[config.mk]
export PLATFORM = sky130hd
export DESIGN_NAME = uart_rx_byte
export DESIGN_NICKNAME = d
export VERILOG_FILES = /design/src/rtl/uart_pkg.sv /design/src/rtl/sync_2ff.sv /design/src/rtl/uart_rx_byte.sv
export SDC_FILE = /design/constraint.sdc
export NUM_CORES = 1
export LEC_CHECK = 0
export CELL_PAD_IN_SITES_DETAIL_PLACEMENT = 1
export CELL_PAD_IN_SITES_GLOBAL_PLACEMENT = 2
export CORE_ASPECT_RATIO = 0.5
export CORE_MARGIN = 2
export CORE_UTILIZATION = 36
export CTS_CLUSTER_DIAMETER = 80
export DETAILED_ROUTE_END_ITERATION = 16
export HOLD_SLACK_MARGIN = 0.03
export PLACE_DENSITY_LB_ADDON = 0.08
export SLEW_MARGIN = 20
export SYNTH_ARGS = -nofsm -noshare
export SYNTH_HDL_FRONTEND = slang
export SYNTH_SLANG_ARGS = --single-unit
[constraint.sdc]
create_clock -name clk -period 2.3 [get_ports clk]
set_input_delay 0.46 -clock clk [delete_from_list [all_inputs] [get_ports clk]]
set_output_delay 0.46 -clock clk [all_outputs]
set_load 0.02 [all_outputs]
[src/rtl/uart_pkg.sv]
// Shared UART definitions for the receive path (and the future transmitter).
//   uart_state_e      : receiver FSM states
//   UART_DATA_BITS    : payload bits per frame (8N1)
//   UART_CLKS_PER_BIT : default bit period in clk cycles (50 MHz / 115200)
//   maj3()            : 2-of-3 majority used for mid-bit voting
package uart_pkg;

    localparam int unsigned UART_DATA_BITS    = 8;
    localparam int unsigned UART_CLKS_PER_BIT = 434;

    typedef enum logic [2:0] {
        HUNT,
        IDLE,
        START,
        DATA,
        STOP
    } uart_state_e;

    function automatic logic maj3(input logic a, input logic b, input logic c);
        return (a & b) | (a & c) | (b & c);
    endfunction

endpackage

[src/rtl/sync_2ff.sv]
// Generic single-bit two-flop synchronizer.
//   clk   : destination clock
//   rst_n : synchronous active-low reset, loads RESET_VAL into both flops
//   d     : asynchronous input
//   q     : synchronized output (two cycles of latency)
module sync_2ff #(
    parameter logic RESET_VAL = 1'b1
) (
    input  logic clk,
    input  logic rst_n,
    input  logic d,
    output logic q
);

    logic s1;

    always_ff @(posedge clk) begin
        if (!rst_n) begin
            s1 <= RESET_VAL;
            q  <= RESET_VAL;
        end else begin
            s1 <= d;
            q  <= s1;
        end
    end

endmodule

[src/rtl/uart_rx_byte.sv]
// 8N1 UART receiver front end for the command processor.
//   clk          : system clock
//   rst_n        : synchronous active-low reset
//   rx           : asynchronous serial line, idles high
//   rxData       : last correctly framed byte (LSB received first)
//   rxReady      : one-cycle strobe, rxData is new this cycle
//   rx_frame_err : one-cycle strobe, stop bit sampled low
//   rx_active    : high while a frame is being received (START/DATA/STOP)
module uart_rx_byte
    import uart_pkg::*;
#(
    parameter int unsigned CLKS_PER_BIT = UART_CLKS_PER_BIT
) (
    input  logic                      clk,
    input  logic                      rst_n,
    input  logic                      rx,
    output logic [UART_DATA_BITS-1:0] rxData,
    output logic                      rxReady,
    output logic                      rx_frame_err,
    output logic                      rx_active
);

    localparam int unsigned HALF = CLKS_PER_BIT / 2;
    localparam int unsigned CW   = $clog2(CLKS_PER_BIT);
    localparam int unsigned BW   = $clog2(UART_DATA_BITS);

    localparam logic [CW-1:0] CNT_LAST  = CW'(CLKS_PER_BIT - 1);
    localparam logic [CW-1:0] CNT_PRE   = CW'(HALF - 1);
    localparam logic [CW-1:0] CNT_MID   = CW'(HALF);
    localparam logic [CW-1:0] CNT_VOTE  = CW'(HALF + 1);
    localparam logic [CW-1:0] CNT_HUNT  = CW'(2);
    localparam logic [BW-1:0] BIT_LAST  = BW'(UART_DATA_BITS - 1);

    uart_state_e               state;
    logic                      rx_s;
    logic                      rx_s_d;
    logic [CW-1:0]             cnt;
    logic [BW-1:0]             bit_idx;
    logic [UART_DATA_BITS-1:0] sr;
    logic                      smp_a;
    logic                      smp_b;
    logic                      vote;

    sync_2ff #(
        .RESET_VAL (1'b1)
    ) u_sync (
        .clk   (clk),
        .rst_n (rst_n),
        .d     (rx),
        .q     (rx_s)
    );

    // Third sample is the live rx_s at cnt == HALF+1.
    assign vote = maj3(smp_a, smp_b, rx_s);

    always_ff @(posedge clk) begin
        if (!rst_n) begin
            state        <= HUNT;
            rx_s_d       <= 1'b1;
            cnt          <= '0;
            bit_idx      <= '0;
            sr           <= '0;
            smp_a        <= 1'b1;
            smp_b        <= 1'b1;
            rxData       <= '0;
            rxReady      <= 1'b0;
            rx_frame_err <= 1'b0;
            rx_active    <= 1'b0;
        end else begin
            rx_s_d       <= rx_s;
            rxReady      <= 1'b0;
            rx_frame_err <= 1'b0;
            cnt          <= (cnt == CNT_LAST) ? '0 : cnt + 1'b1;

            if (cnt == CNT_PRE) smp_a <= rx_s;
            if (cnt == CNT_MID) smp_b <= rx_s;

            case (state)
                // The synchronizer flops come out of reset high, so the first
                // two rx_s values after reset are not the real line. Require
                // three consecutive high samples before trusting the line idle.
                HUNT: begin
                    if (!rx_s) begin
                        cnt <= '0;
                    end else if (cnt == CNT_HUNT) begin
                        state <= IDLE;
                        cnt   <= '0;
                    end
                end

                IDLE: begin
                    cnt <= '0;
                    if (rx_s_d && !rx_s) begin
                        state     <= START;
                        rx_active <= 1'b1;
                    end
                end

                START: begin
                    if (cnt == CNT_VOTE && vote) begin
                        state     <= IDLE;
                        rx_active <= 1'b0;
                        cnt       <= '0;
                    end else if (cnt == CNT_LAST) begin
                        state   <= DATA;
                        bit_idx <= '0;
                    end
                end

                DATA: begin
                    if (cnt == CNT_VOTE) sr <= {vote, sr[UART_DATA_BITS-1:1]};
                    if (cnt == CNT_LAST) begin
                        if (bit_idx == BIT_LAST) state <= STOP;
                        else                     bit_idx <= bit_idx + 1'b1;
                    end
                end

                // Decide at mid stop bit so the next start edge is not missed.
                STOP: begin
                    if (cnt == CNT_VOTE) begin
                        cnt       <= '0;
                        rx_active <= 1'b0;
                        if (vote) begin
                            rxData  <= sr;
                            rxReady <= 1'b1;
                            state   <= IDLE;
                        end else begin
                            rx_frame_err <= 1'b1;
                            state        <= HUNT;
                        end
                    end
                end

                default: begin
                    state     <= HUNT;
                    cnt       <= '0;
                    rx_active <= 1'b0;
                end
            endcase
        end
    end

endmodule

* Yosys cells after proc, flatten, opt, wreduce, memory -nomap -nowiden
Cells that the tools add are included.
** Storage, ports and cells
- Register bits after elaboration :: 39
- Output and inout bits :: 11
- Logic and storage cells :: 81
- Input port bits :: 3
** Operators by class
- Add/subtract/negate cells :: 2
- Eq/ne operators :: 21
- Muxes and demuxes :: 27
- Reductions and logical operators :: 12
- Bitwise logic cells :: 6
** Operator list (number)
- two-way mux 9 bit :: 5
- two-way mux 3 bit :: 12
- case mux 9 bit (4 select lines) :: 1
- == test 9 x 8 -> 1 bit, second input constant :: 3
- != test 2 bit, second input constant :: 9
- case mux 3 bit (5 select lines) :: 1
- adder 9 x 1 -> 9 bit, second input constant :: 1
- == test 9 x 2 -> 1 bit, second input constant :: 1
- == test 9 bit, second input constant :: 1
- AND reduction 7 bit :: 1
- == test 3 x 2 -> 1 bit, second input constant :: 2
- == test 3 bit, second input constant :: 2
- two-way mux 1 bit :: 6
- case mux 3 bit (2 select lines) :: 1
- AND reduction 3 bit :: 2
- AND reduction 5 bit :: 1
- case mux 1 bit (4 select lines) :: 1
- AND reduction 4 bit :: 1
- adder 3 x 1 -> 3 bit, second input constant :: 1
- AND 1 bit :: 3
- == test 3 x 1 -> 1 bit, second input constant :: 1
- logical NOT 3 bit :: 1
- != test 3 bit, second input constant :: 1
- logical AND 1 bit :: 2
- other kinds (7) :: 8

* Longest topological paths before layout
- Depth after elaboration :: 6
- Mapped depth :: 7
- Depth with buffers taken out :: 7

* Modules after synthesis
Synthesis repeated with hierarchy kept, for this count alone.
** Second synthesis, totals
- Cells, all modules :: 193
- Area, all modules :: 1851.8 um^2
** Modules (own cells, without submodules)
- uart_rx_byte :: seq. area each 740.7 um^2, area an instance 1799.2 um^2, instances 1, cells each 189
- sync_2ff :: seq. area each 40.0 um^2, area an instance 52.6 um^2, instances 1, cells each 4

* Worst setup path before layout
Ideal clock, no wire load.
- Path kind :: register to register
- Start :: register cnt[0]
- End :: register state[1]
- Data arrival time :: 1.822 ns
- Period minus slack after synthesis :: 1.892 ns
- Setup slack :: 0.408 ns
- Data required time :: 2.230 ns
- Stages on the path, launching flop included :: 8
- Setup time :: 0.070 ns
- Buffers on the path :: 0
- Cells stage by stage :: dfxtp_1 -> inv_1 -> ha_1 -> or4b_4 -> o21ai_1 -> nand4b_4 -> or3_1 -> a21boi_1
** Between the ends
- Longest elaborated chain between the ends :: 4
- Elaborated cells on any way between the ends :: 11
** Ends and longest elaborated chain
- start: declaration :: line uart_rx_byte.sv:37 : logic [CW-1:0] cnt;
- start signal: assignment :: line uart_rx_byte.sv:73 : cnt <= (cnt == CNT_LAST) ? '0 : cnt + 1'b1;
- == test 9 x 8 -> 1 bit :: line uart_rx_byte.sv:100, uart_rx_byte.sv:120
- logical AND 1 bit :: line uart_rx_byte.sv:100 : if (cnt == CNT_VOTE && vote) begin
- != test 3 bit (no line) or two-way mux 3 bit (tied branches)
- AND reduction 7 bit (no line) or case mux 3 bit (5 select lines) (tied branches)
- end signal: assignment :: line uart_rx_byte.sv:101 : state <= IDLE;
- end signal: assignment :: line uart_rx_byte.sv:105 : state <= DATA;
- end signal: assignment :: line uart_rx_byte.sv:126 : state <= IDLE;
- end: declaration :: line uart_rx_byte.sv:34 : uart_state_e state;
Several ways; a longest one is shown, not always the timed one.
A chain may end at the register's enable or synchronous reset.

* Worst setup path in the final report
- Start :: register cnt[0]
- End :: register cnt[6]
** Between the ends
- Longest elaborated chain between the ends :: 5
- Elaborated cells on any way between the ends :: 11
** Ends and longest elaborated chain
- adder 9 x 1 -> 9 bit or == test 9 bit (tied branches) :: line uart_rx_byte.sv:73
- two-way mux 9 bit :: line uart_rx_byte.sv:73
- two-way mux 9 bit :: line uart_rx_byte.sv:85 : end else if (cnt == CNT_HUNT) begin
- two-way mux 9 bit :: line uart_rx_byte.sv:83 : if (!rx_s) begin
- case mux 9 bit (4 select lines) (*) :: line uart_rx_byte.sv:78 : case (state)
Mark *: on every way between the ends. The rest lies on a longest branch, timed or not.

==> impl_metrics.toml <==
[run_status]
outcome = "completed"

[final_layout]
drive_above_1_share = 0.104
seq_area_um2 = 781
fillers = 540
diodes = 0
nets = 211
syn_to_final_growth_pct = 17.9
multi_input_area_um2 = 962

[logic_synthesis]
synth_area_per_cell_um2 = 9.71
ys_seq_elements = 39
yosys_warnings = 0
yosysUniqueCellTypes = 43
synth_cells = 183
ys_seq_area_frac = 0.439
synth_nets = 192
synth_area_mm2 = 0.00178

[die]
die_h_um = 53.7
rows = 17
start_util = 0.389
dieWidth_um = 103
core-area_mm2 = 0.00457
ios = 14
die_area_mm2 = 0.00555

[placed_design]
globalplace.congestion = 0.815
hpwl_mm = 2.65
io_buffer_count = 13

[worst_setup_path]
path_cells = "inv_1, ha_1, or4b_4, nor2_2, o22ai_1, o21ai_4, nor2_1"
cp.arrival_ps = 2270
end_kind = "flip-flop"
cp.required_ps = 2470
cpLargestDelayFamily = "simple AND/OR/NAND/NOR gates"
critPathMaxStageDelay_ps = 500
crit_type = "reg2reg"
crit_buf_inv = 1
critPathLaunchType = "flip-flop"
cp_max_fo = 9
slowest_stage = "or4b_4"

[sta]
final-setup-viol-count = 0
hold_viol_final = 0
max_slew_margin = 0.705
rsz0062_at_grt = "false"
period_minus_slack_ps = 2100
fmax_mhz = 476
drv_slew = 0
fin_skew_ps = 10.5
finalSetupTns_ps = 0
fin_crit_sh = 0.914
worst_pin_slew_ps = 439

[detailed_routing]
dr.first_iter.drc_count = 50
ant_nets = 0
wl_mm = 3.75
vias = 1300
drc_errors = 0
drt-pass1-iter-count = 4
wl_per_cell_um = 14.0
avgViaCountPerCell = 4.85

[global_routing]
first_global_vias = 1359
grt_antenna_before_repair = 0
gr-total-overflow = 0
track_usage = 0.159
grt_pass1_wl_mm = 6.62
grt_max_degree = 30

[clock_network]
post_cts_buffers = 0
cts_resized = 0
cts_root_buf = "clkbuf_8"
cts_buffers = 5
h-tree-depth = 2
hold_buffers = 0
path_clk_slew_ps = 80
cts_tree = "yes"
clkLatencyLatePin_ps = 290
clock_sinks = 39
cts_buffer_depth = 2

[power_and_ir_drop]
ir_drop_uv = 252
p_per_area_mw_per_mm2 = 729
p_total_uw = 1530
leakagePower_uw = 0.000809

[min_path]
hold_class = "reg2reg"

[run]
max_cap_viol_count = 0
[cell usage in the layout, fill, tap and decap left out, types with 2 or more instances in the layout]
cell type        synthesis  layout
nand4_1                  3       3
a21boi_0                 3       3
o21ai_0                  3       3
nand2b_1                 6       6
xnor2_1                  3       3
clkbuf_8                 0       5
ha_1                     6       6
inv_1                    5       5
a21oi_1                  2       2
or3_1                    3       3
and2_1                   2       2
mux2i_1                 18      18
nor2b_1                 18      18
nand3_1                  5       5
xor2_1                   4       4
buf_4                    0       5
nand2_1                 14      14
nor2_1                  15      15
and3_1                   2       2
dfxtp_1                 39      39
nor3b_1                  3       3
clkdlybuf4s50_1          0      13
[cells in the mapped netlist]
| master | number | area [µm²] |
|---|---|---|
| dfxtp_1 | 39 | 781 |
| mux2i_1 | 18 | 180 |
| nor2b_1 | 18 | 113 |
| nor2_1 | 15 | 56.3 |
| nand2_1 | 14 | 52.6 |
| clkbuf_1 | 6 | 22.5 |
| ha_1 | 6 | 75.1 |
| nand2b_1 | 6 | 37.5 |
| inv_1 | 5 | 18.8 |
| nand3_1 | 5 | 25.0 |
| xor2_1 | 4 | 35.0 |
| a21boi_0 | 3 | 22.5 |
| nand4_1 | 3 | 18.8 |
| nor3b_1 | 3 | 22.5 |
| o21ai_0 | 3 | 15.0 |
| or3_1 | 3 | 18.8 |
| xnor2_1 | 3 | 26.3 |
| a21oi_1 | 2 | 10.0 |
| and2_1 | 2 | 12.5 |
| and3_1 | 2 | 12.5 |
| a211o_1 | 1 | 8.76 |
| a211oi_1 | 1 | 7.51 |
| a21boi_1 | 1 | 7.51 |
| and3b_1 | 1 | 8.76 |
| maj3_1 | 1 | 10.0 |
| nand3_2 | 1 | 10.0 |
| nand4b_1 | 1 | 8.76 |
| nand4b_4 | 1 | 23.8 |
| nor2_2 | 1 | 6.26 |
| nor3_4 | 1 | 16.3 |
| nor4_1 | 1 | 6.26 |
| nor4_2 | 1 | 12.5 |
| o21ai_1 | 1 | 5.00 |
| o21ai_2 | 1 | 8.76 |
| o21ba_1 | 1 | 10.0 |
| o221a_2 | 1 | 11.3 |
| o221ai_1 | 1 | 8.76 |
| o22ai_1 | 1 | 6.26 |
| o2bb2ai_1 | 1 | 8.76 |
| o41ai_1 | 1 | 8.76 |
| or2_2 | 1 | 6.26 |
| or4_1 | 1 | 7.51 |
| or4b_4 | 1 | 13.8 |
[cell type report]
class / count / area share
multi-input cells: 133 / 0.459
flip-flops and latches: 39 / 0.373
repair buffers: 18 / 0.0800
well taps: 66 / 0.0394
clock buffers: 5 / 0.0329
inverters: 5 / 0.00896
clock inverters: 2 / 0.00657
[sequential cells by signal, indices dropped and copies added (netlist names)]
name	cells
cnt	9
rxData	8
sr	8
bit_idx	3
state	3
rxReady	1
rx_active	1
rx_frame_err	1
rx_s_d	1
smp_a	1
smp_b	1
u_sync.q	1
u_sync.s1	1
[power by group]
group          switching (µW)  internal (µW)  leakage, µW
logic                     159            143     0.000450
clock network             251            208    0.0000440
registers                58.2            707     0.000315
total                     468           1060     0.000809
[path summary, 6_finish.rpt]
kind / startpoint / end / slack, ps / cells after the start
max: cnt[0] / cnt[6] / 200 / 7
min: u_sync.s1 / u_sync.q / 420 / 1
max reg2reg: cnt[0] / cnt[6] / 200 / 7
min reg2reg: u_sync.s1 / u_sync.q / 420 / 1
[through the flow]
stage / util / cell area [µm²] / hold slack, ps / cells / setup WS (ps)
after detailed placement: 0.438 / 2000 / 402 / 261 / 136
after global routing: 0.458 / 2090 / 436 / 268 / 34.1
after floorplan: - / 1780 / 386 / 183 / 408
after global placement: 0.438 / 2000 / 388 / 261 / 247
after CTS: 0.456 / 2090 / 424 / 268 / 76.6
final: 0.458 / 2090 / 419 / 268 / 198
[per-layer routing]
metal / track usage / up-vias / wire (µm)
met3: 0.0610 / 6 / 175
li1: - / 665 / -
met1: 0.214 / 614 / 1960
met4: 0.0526 / 0 / 36
met5: 0 / - / 0
met2: 0.238 / 15 / 1580
[kinds of logic after synthesis]
logic type / share of synthesized area
DFF: 0.439
AOI/OAI and AO/OA: 0.0782
adders and majority gates: 0.0479
muxes: 0.101
buffers and inverters: 0.0232
and+or+nand+nor: 0.275
xor gates and xnor gates: 0.0345
No activity file was read; power rests on OpenSTA's default activity.
